==> src/rtl/mnist_layer_sequencer.sv <==
// Phase sequencer for the two-layer MNIST accelerator: layer-1 pass, drain, layer-2 pass, drain, done.
// Optional busy-cycle counter enabled by defining SEQ_PERF_CNT_EN.
module mnist_layer_sequencer #(
    parameter int L1_LEN = 785,
    parameter int L2_LEN = 33,
    parameter int DRAIN  = 2,
    parameter int ADDR_W = 32
) (
    input  logic              clk,
    input  logic              reset,
    input  logic              go,
    input  logic              abort,
    output logic [ADDR_W-1:0] addr1,
    output logic [ADDR_W-1:0] addr2,
    output logic              en1,
    output logic              en2,
    output logic              clr1,
    output logic              clr2,
    output logic              busy,
    output logic              done,
    output logic              irq,
    output logic [31:0]       cycle_count
);

    typedef enum logic [2:0] {
        IDLE,
        L1_RUN,
        L1_DRAIN,
        L2_RUN,
        L2_DRAIN,
        DONE
    } state_t;

    localparam int DW = (DRAIN > 1) ? $clog2(DRAIN) : 1;
    localparam logic [DW-1:0] DRAIN_LOAD = (DRAIN > 0) ? DW'(DRAIN - 1) : '0;
    localparam logic [ADDR_W-1:0] L1_LAST = ADDR_W'(L1_LEN - 1);
    localparam logic [ADDR_W-1:0] L2_LAST = ADDR_W'(L2_LEN - 1);

    state_t            state_q, state_d;
    logic [ADDR_W-1:0] addr1_q, addr1_d;
    logic [ADDR_W-1:0] addr2_q, addr2_d;
    logic [DW-1:0]     drain_q, drain_d;
    logic              en1_q, en1_d;
    logic              en2_q, en2_d;
    logic              clr1_q, clr1_d;
    logic              clr2_q, clr2_d;
    logic              busy_q, busy_d;
    logic              done_q, done_d;
    logic              irq_q, irq_d;
    logic              start;

    always_comb begin
        state_d = state_q;
        addr1_d = addr1_q;
        addr2_d = addr2_q;
        drain_d = drain_q;
        en1_d   = en1_q;
        en2_d   = en2_q;
        clr1_d  = 1'b0;
        clr2_d  = 1'b0;
        done_d  = done_q;
        irq_d   = 1'b0;
        start   = 1'b0;

        if (abort) begin
            state_d = IDLE;
            addr1_d = '0;
            addr2_d = '0;
            en1_d   = 1'b0;
            en2_d   = 1'b0;
            done_d  = 1'b0;
        end else begin
            case (state_q)
                IDLE, DONE: begin
                    if (go) begin
                        start   = 1'b1;
                        state_d = L1_RUN;
                        addr1_d = '0;
                        en1_d   = 1'b1;
                        clr1_d  = 1'b1;
                        done_d  = 1'b0;
                    end
                end
                L1_RUN: begin
                    if (addr1_q == L1_LAST) begin
                        en1_d = 1'b0;
                        if (DRAIN == 0) begin
                            state_d = L2_RUN;
                            addr2_d = '0;
                            en2_d   = 1'b1;
                            clr2_d  = 1'b1;
                        end else begin
                            state_d = L1_DRAIN;
                            drain_d = DRAIN_LOAD;
                        end
                    end else begin
                        addr1_d = addr1_q + ADDR_W'(1);
                    end
                end
                L1_DRAIN: begin
                    if (drain_q == '0) begin
                        state_d = L2_RUN;
                        addr2_d = '0;
                        en2_d   = 1'b1;
                        clr2_d  = 1'b1;
                    end else begin
                        drain_d = drain_q - DW'(1);
                    end
                end
                L2_RUN: begin
                    if (addr2_q == L2_LAST) begin
                        en2_d = 1'b0;
                        if (DRAIN == 0) begin
                            state_d = DONE;
                            done_d  = 1'b1;
                            irq_d   = 1'b1;
                        end else begin
                            state_d = L2_DRAIN;
                            drain_d = DRAIN_LOAD;
                        end
                    end else begin
                        addr2_d = addr2_q + ADDR_W'(1);
                    end
                end
                L2_DRAIN: begin
                    if (drain_q == '0) begin
                        state_d = DONE;
                        done_d  = 1'b1;
                        irq_d   = 1'b1;
                    end else begin
                        drain_d = drain_q - DW'(1);
                    end
                end
                default: begin
                    state_d = IDLE;
                    addr1_d = '0;
                    addr2_d = '0;
                    en1_d   = 1'b0;
                    en2_d   = 1'b0;
                    done_d  = 1'b0;
                end
            endcase
        end

        busy_d = (state_d != IDLE) && (state_d != DONE);
    end

    always_ff @(posedge clk or posedge reset) begin
        if (reset) begin
            state_q <= IDLE;
            addr1_q <= '0;
            addr2_q <= '0;
            drain_q <= '0;
            en1_q   <= 1'b0;
            en2_q   <= 1'b0;
            clr1_q  <= 1'b0;
            clr2_q  <= 1'b0;
            busy_q  <= 1'b0;
            done_q  <= 1'b0;
            irq_q   <= 1'b0;
        end else begin
            state_q <= state_d;
            addr1_q <= addr1_d;
            addr2_q <= addr2_d;
            drain_q <= drain_d;
            en1_q   <= en1_d;
            en2_q   <= en2_d;
            clr1_q  <= clr1_d;
            clr2_q  <= clr2_d;
            busy_q  <= busy_d;
            done_q  <= done_d;
            irq_q   <= irq_d;
        end
    end

    assign addr1 = addr1_q;
    assign addr2 = addr2_q;
    assign en1   = en1_q;
    assign en2   = en2_q;
    assign clr1  = clr1_q;
    assign clr2  = clr2_q;
    assign busy  = busy_q;
    assign done  = done_q;
    assign irq   = irq_q;

`ifdef SEQ_PERF_CNT_EN
    // Counts cycles in which the registered busy flag is high; sticks at all-ones.
    logic [31:0] cycle_count_q, cycle_count_d;

    always_comb begin
        cycle_count_d = cycle_count_q;
        if (abort || start) begin
            cycle_count_d = '0;
        end else if (busy_q && (cycle_count_q != 32'hFFFF_FFFF)) begin
            cycle_count_d = cycle_count_q + 32'd1;
        end
    end

    always_ff @(posedge clk or posedge reset) begin
        if (reset) begin
            cycle_count_q <= '0;
        end else begin
            cycle_count_q <= cycle_count_d;
        end
    end

    assign cycle_count = cycle_count_q;
`else
    logic unused_start;
    assign unused_start = start;
    assign cycle_count  = '0;
`endif

endmodule

==> config.mk <==
export PLATFORM = sky130hd
export DESIGN_NAME = mnist_layer_sequencer
export DESIGN_NICKNAME = d
export VERILOG_FILES = /design/src/rtl/mnist_layer_sequencer.sv
export SDC_FILE = /design/constraint.sdc
export NUM_CORES = 1
export LEC_CHECK = 0
export BUFFER_PORTS_ARGS = -buffer_cell sky130_fd_sc_hd__buf_2
export CORE_MARGIN = 2
export CORE_UTILIZATION = 50
export DETAILED_ROUTE_END_ITERATION = 10
export GPL_ROUTABILITY_DRIVEN = 0
export PLACE_DENSITY = 0.75
export SKIP_CTS_REPAIR_TIMING = 1
export SYNTH_ARGS = -nofsm -noshare
export SYNTH_HDL_FRONTEND = slang
export SYNTH_SLANG_ARGS = --single-unit
export TNS_END_PERCENT = 20
==> constraint.sdc <==
create_clock -name clk -period 2.7 [get_ports clk]
set_clock_uncertainty 0.15 [all_clocks]
set_input_delay 0.135 -clock clk [delete_from_list [all_inputs] [get_ports clk]]
set_output_delay 0.135 -clock clk [all_outputs]
set_load 0.1 [all_outputs]
==> results.md <==
* Sequential fraction of the synthesis area at 0.410
* Final setup vio count at 0
* Design area at between 5000 and 6000 sq um
* Synth warn at 0
* Port Buffers at 74
* Die area at 9950 sq um
* Drt wl/cell at 16.2 um
* Reg clk slew, reported paths at 0.08 ns
* Die X at around 100 um
* Synthesis-to-finish area growth at 14.1%
* # IOs at between 100 and 150
* Design Power at 2.54 mW
* FP Rows at 34
* GR Overflow Total at 0
* Largest net degree at the start of global routing at 46
* Setup crit end kind: register
* R2R Path Start: addr2[0]$_DFFE_PP0P_
* Status: finished clean
* Achievable frequency at 0.404 GHz
* Yosys reg bits at 75
* Hold slack at about 0.02 ns
* Fin. Hold Viols at 0
* Final min period at 2.47 ns
* Top_reg_cell synth: dfrtp_1
* Number of global-route vias before repair at 3759
* Async SR Flop Fraction at 1.00
* Final ANT Viol Nets at 0
* CTS tree: done
* CTS Buf Count at 9
* CP peak stage delay at 0.49 ns
* # fillers at between 800 and 900
* DRC viols at 0
* Max cap viols at 0
* Placed cell area at 4970 sq um
* Share of cells above drive strength 1 at 0.210
* Iter 0 DRT Violations at approximately 310
* Routed WL at around 11 mm
* Cells along the critical path: inv_1 > ha_1 > nor4b_1 > nand4_1 > nor2_1 > nand2_1 > a311o_1
* Setup repair after global routing missed its margin: no
* Worst-path fanout max at 8
* Required @ worst endpoint at between 2 and 3 ns
* Number of synthesized flops with an enable pin at 0
* Mapped Cells at between 500 and 600
* Most frequent cells in the layout: dfrtp_1 (74), buf_2 (74), o21ai_0 (53)
* Die H at roughly 100 um
* Via count at 4332
* Final HPWL DP at 7.87 mm
* P per Cell Area at 487 nW/um^2
* Count of different cell masters after synthesis at 65
* Worst hold-check path type: input port to register
* TritonRoute pass-1 iters at 5
* Final Max Tran Viols at 0
* VDD IR max at 0.311 mV
* Longest Clk Path Bufs at 2
* Initial Util at 0.520
* Global-route wire length before repair at roughly 19 mm
* CP Data Arrival Time at 2.54 ns
* Fin crit share at 0.916
* Clock sinks at 75
* LEAKAGE at 2.40 nW
* Relative slew margins at 0.374
* Setup Crit Path Kind: register to register
* Clock Tree Root: clkbuf_8
* Gr usage total at 0.231
* Post-Syn Area at about 4600 sq um
* Initial antenna violation count at 0
* H-Tree Depth at 3
* Worst Setup Start Kind: register
* Worst Tran Pin Value at around 0.94 ns
* Via/cell ratio at between 6 and 7
* Core Area at just under 9000 sq um
* Slowest cell on crit path: dfrtp_1
* Final core utilization at 0.594
* Crit path launch: addr2[0]$_DFFE_PP0P_
* Post-Route Setup TNS at 0 ns
* Ant. Diodes at 0
* Clock latency on the worst-skew pair at between 0.3 and 0.4 ns
* Critical hold path startpoint: go
* Mapped Avg Cell Area at approximately 8.8 sq um
* Final #Nets at between 600 and 700
==> worst max-delay path: cells and delay by family, from the launching register on <==
kind                     cells  cell delay [ns]
flip-flops                   1             0.49
buffers and inverters        1             0.12
AO/OA/AOI/OAI                1             0.38
adder cells (fa/ha/maj)      1             0.14
AND/OR/NAND/NOR              4             1.07
==> state kept, by name, indices dropped and copies added, names as in the netlist <==
name / count
en1: 1
clr1: 1
state_q: 3
addr1: 32
addr2: 32
en2: 1
irq: 1
done: 1
drain_q: 1
clr2: 1
busy: 1
==> where the power goes <==
part / leakage [nW] / total [mW] / switching [mW] / internal (mW)
logic: 1.24 / 0.351 / 0.314 / 0.0375
clock network: 0.121 / 1.06 / 0.439 / 0.618
registers: 1.04 / 1.14 / 0.00657 / 1.13
==> kinds of logic (layout without fill, tap and decap cells) <==
group,Yosys count,after routing,synth area share
and+or+nand+nor,198,198,0.257
AOI/OAI and AO/OA,154,154,0.209
buffers and inverters,78,127,0.0948
DFF,75,75,0.410
xor gates and xnor gates,8,8,0.0153
adders and majority gates,4,4,0.0109
other,1,32,0.000818
muxes,1,1,0.00218
==> through the flow <==
step	std cells	setup WS [ns]
final	707	0.226
after global routing	707	0.00288
after CTS	705	0.273
after detailed placement	689	0.316
after global placement	689	0.340
after floorplan	550	0.0520
==> area by class of cell <==
cell class                 instances  area (sq um)  share of cell area
clock inverter                     6           113              0.0215
inverter                          21          78.8              0.0151
tap                              108           135              0.0258
multi-input combinational        397          2390               0.457
clock buffer                      10           128              0.0244
timing repair buffer              90           508              0.0972
sequential                        75          1880               0.359
==> path summary, 6_finish.rpt <==
kind                       cells past startpoint                    end  slack, ns
setup / recovery                               7         busy$_DFF_PP0_       0.23
hold / removal                                 3         clr1$_DFF_PP0_       0.02
setup reg to reg                               7         busy$_DFF_PP0_       0.23
hold reg to reg                                1        en2$_DFFE_PP0P_       0.33
max in group asynchronous                      4  addr1[10]$_DFFE_PP0P_       1.25
min in group asynchronous                      3  addr2[24]$_DFFE_PP0P_       0.40
==> cells in the mapped netlist (all sizes together), types with 2 or more instances <==
master	instances	area, sq um
inv	20	75.1
o211ai	10	80.1
o41ai	3	26.3
and3	9	56.3
nand4	20	146
nor4b	4	35.0
o211a	2	27.5
nor4	14	118
clkbuf	9	33.8
ha	4	50.1
buf	48	322
nor2b	3	18.8
nor3	7	50.1
nand2	41	156
a31oi	8	50.1
o311ai	5	43.8
o22ai	2	12.5
o31a	2	17.5
nand2b	2	12.5
or4	14	105
o21ai	55	279
nor2	21	88.8
xnor2	5	43.8
a21o	4	30.0
dfrtp	75	1880
nand3	33	180
or3	20	125
and4	3	26.3
o31ai	10	75.1
a21oi	39	199
xor2	3	26.3
a211oi	4	30.0
or4b	2	20.0
==> per-layer routing <==
layer	routed length, um	track usage
met3	639	0.0295
met5	0	0
met2	5380	0.348
met1	5290	0.344
met4	155	0.0769
Note: power is estimated with default switching activity, not from simulation.
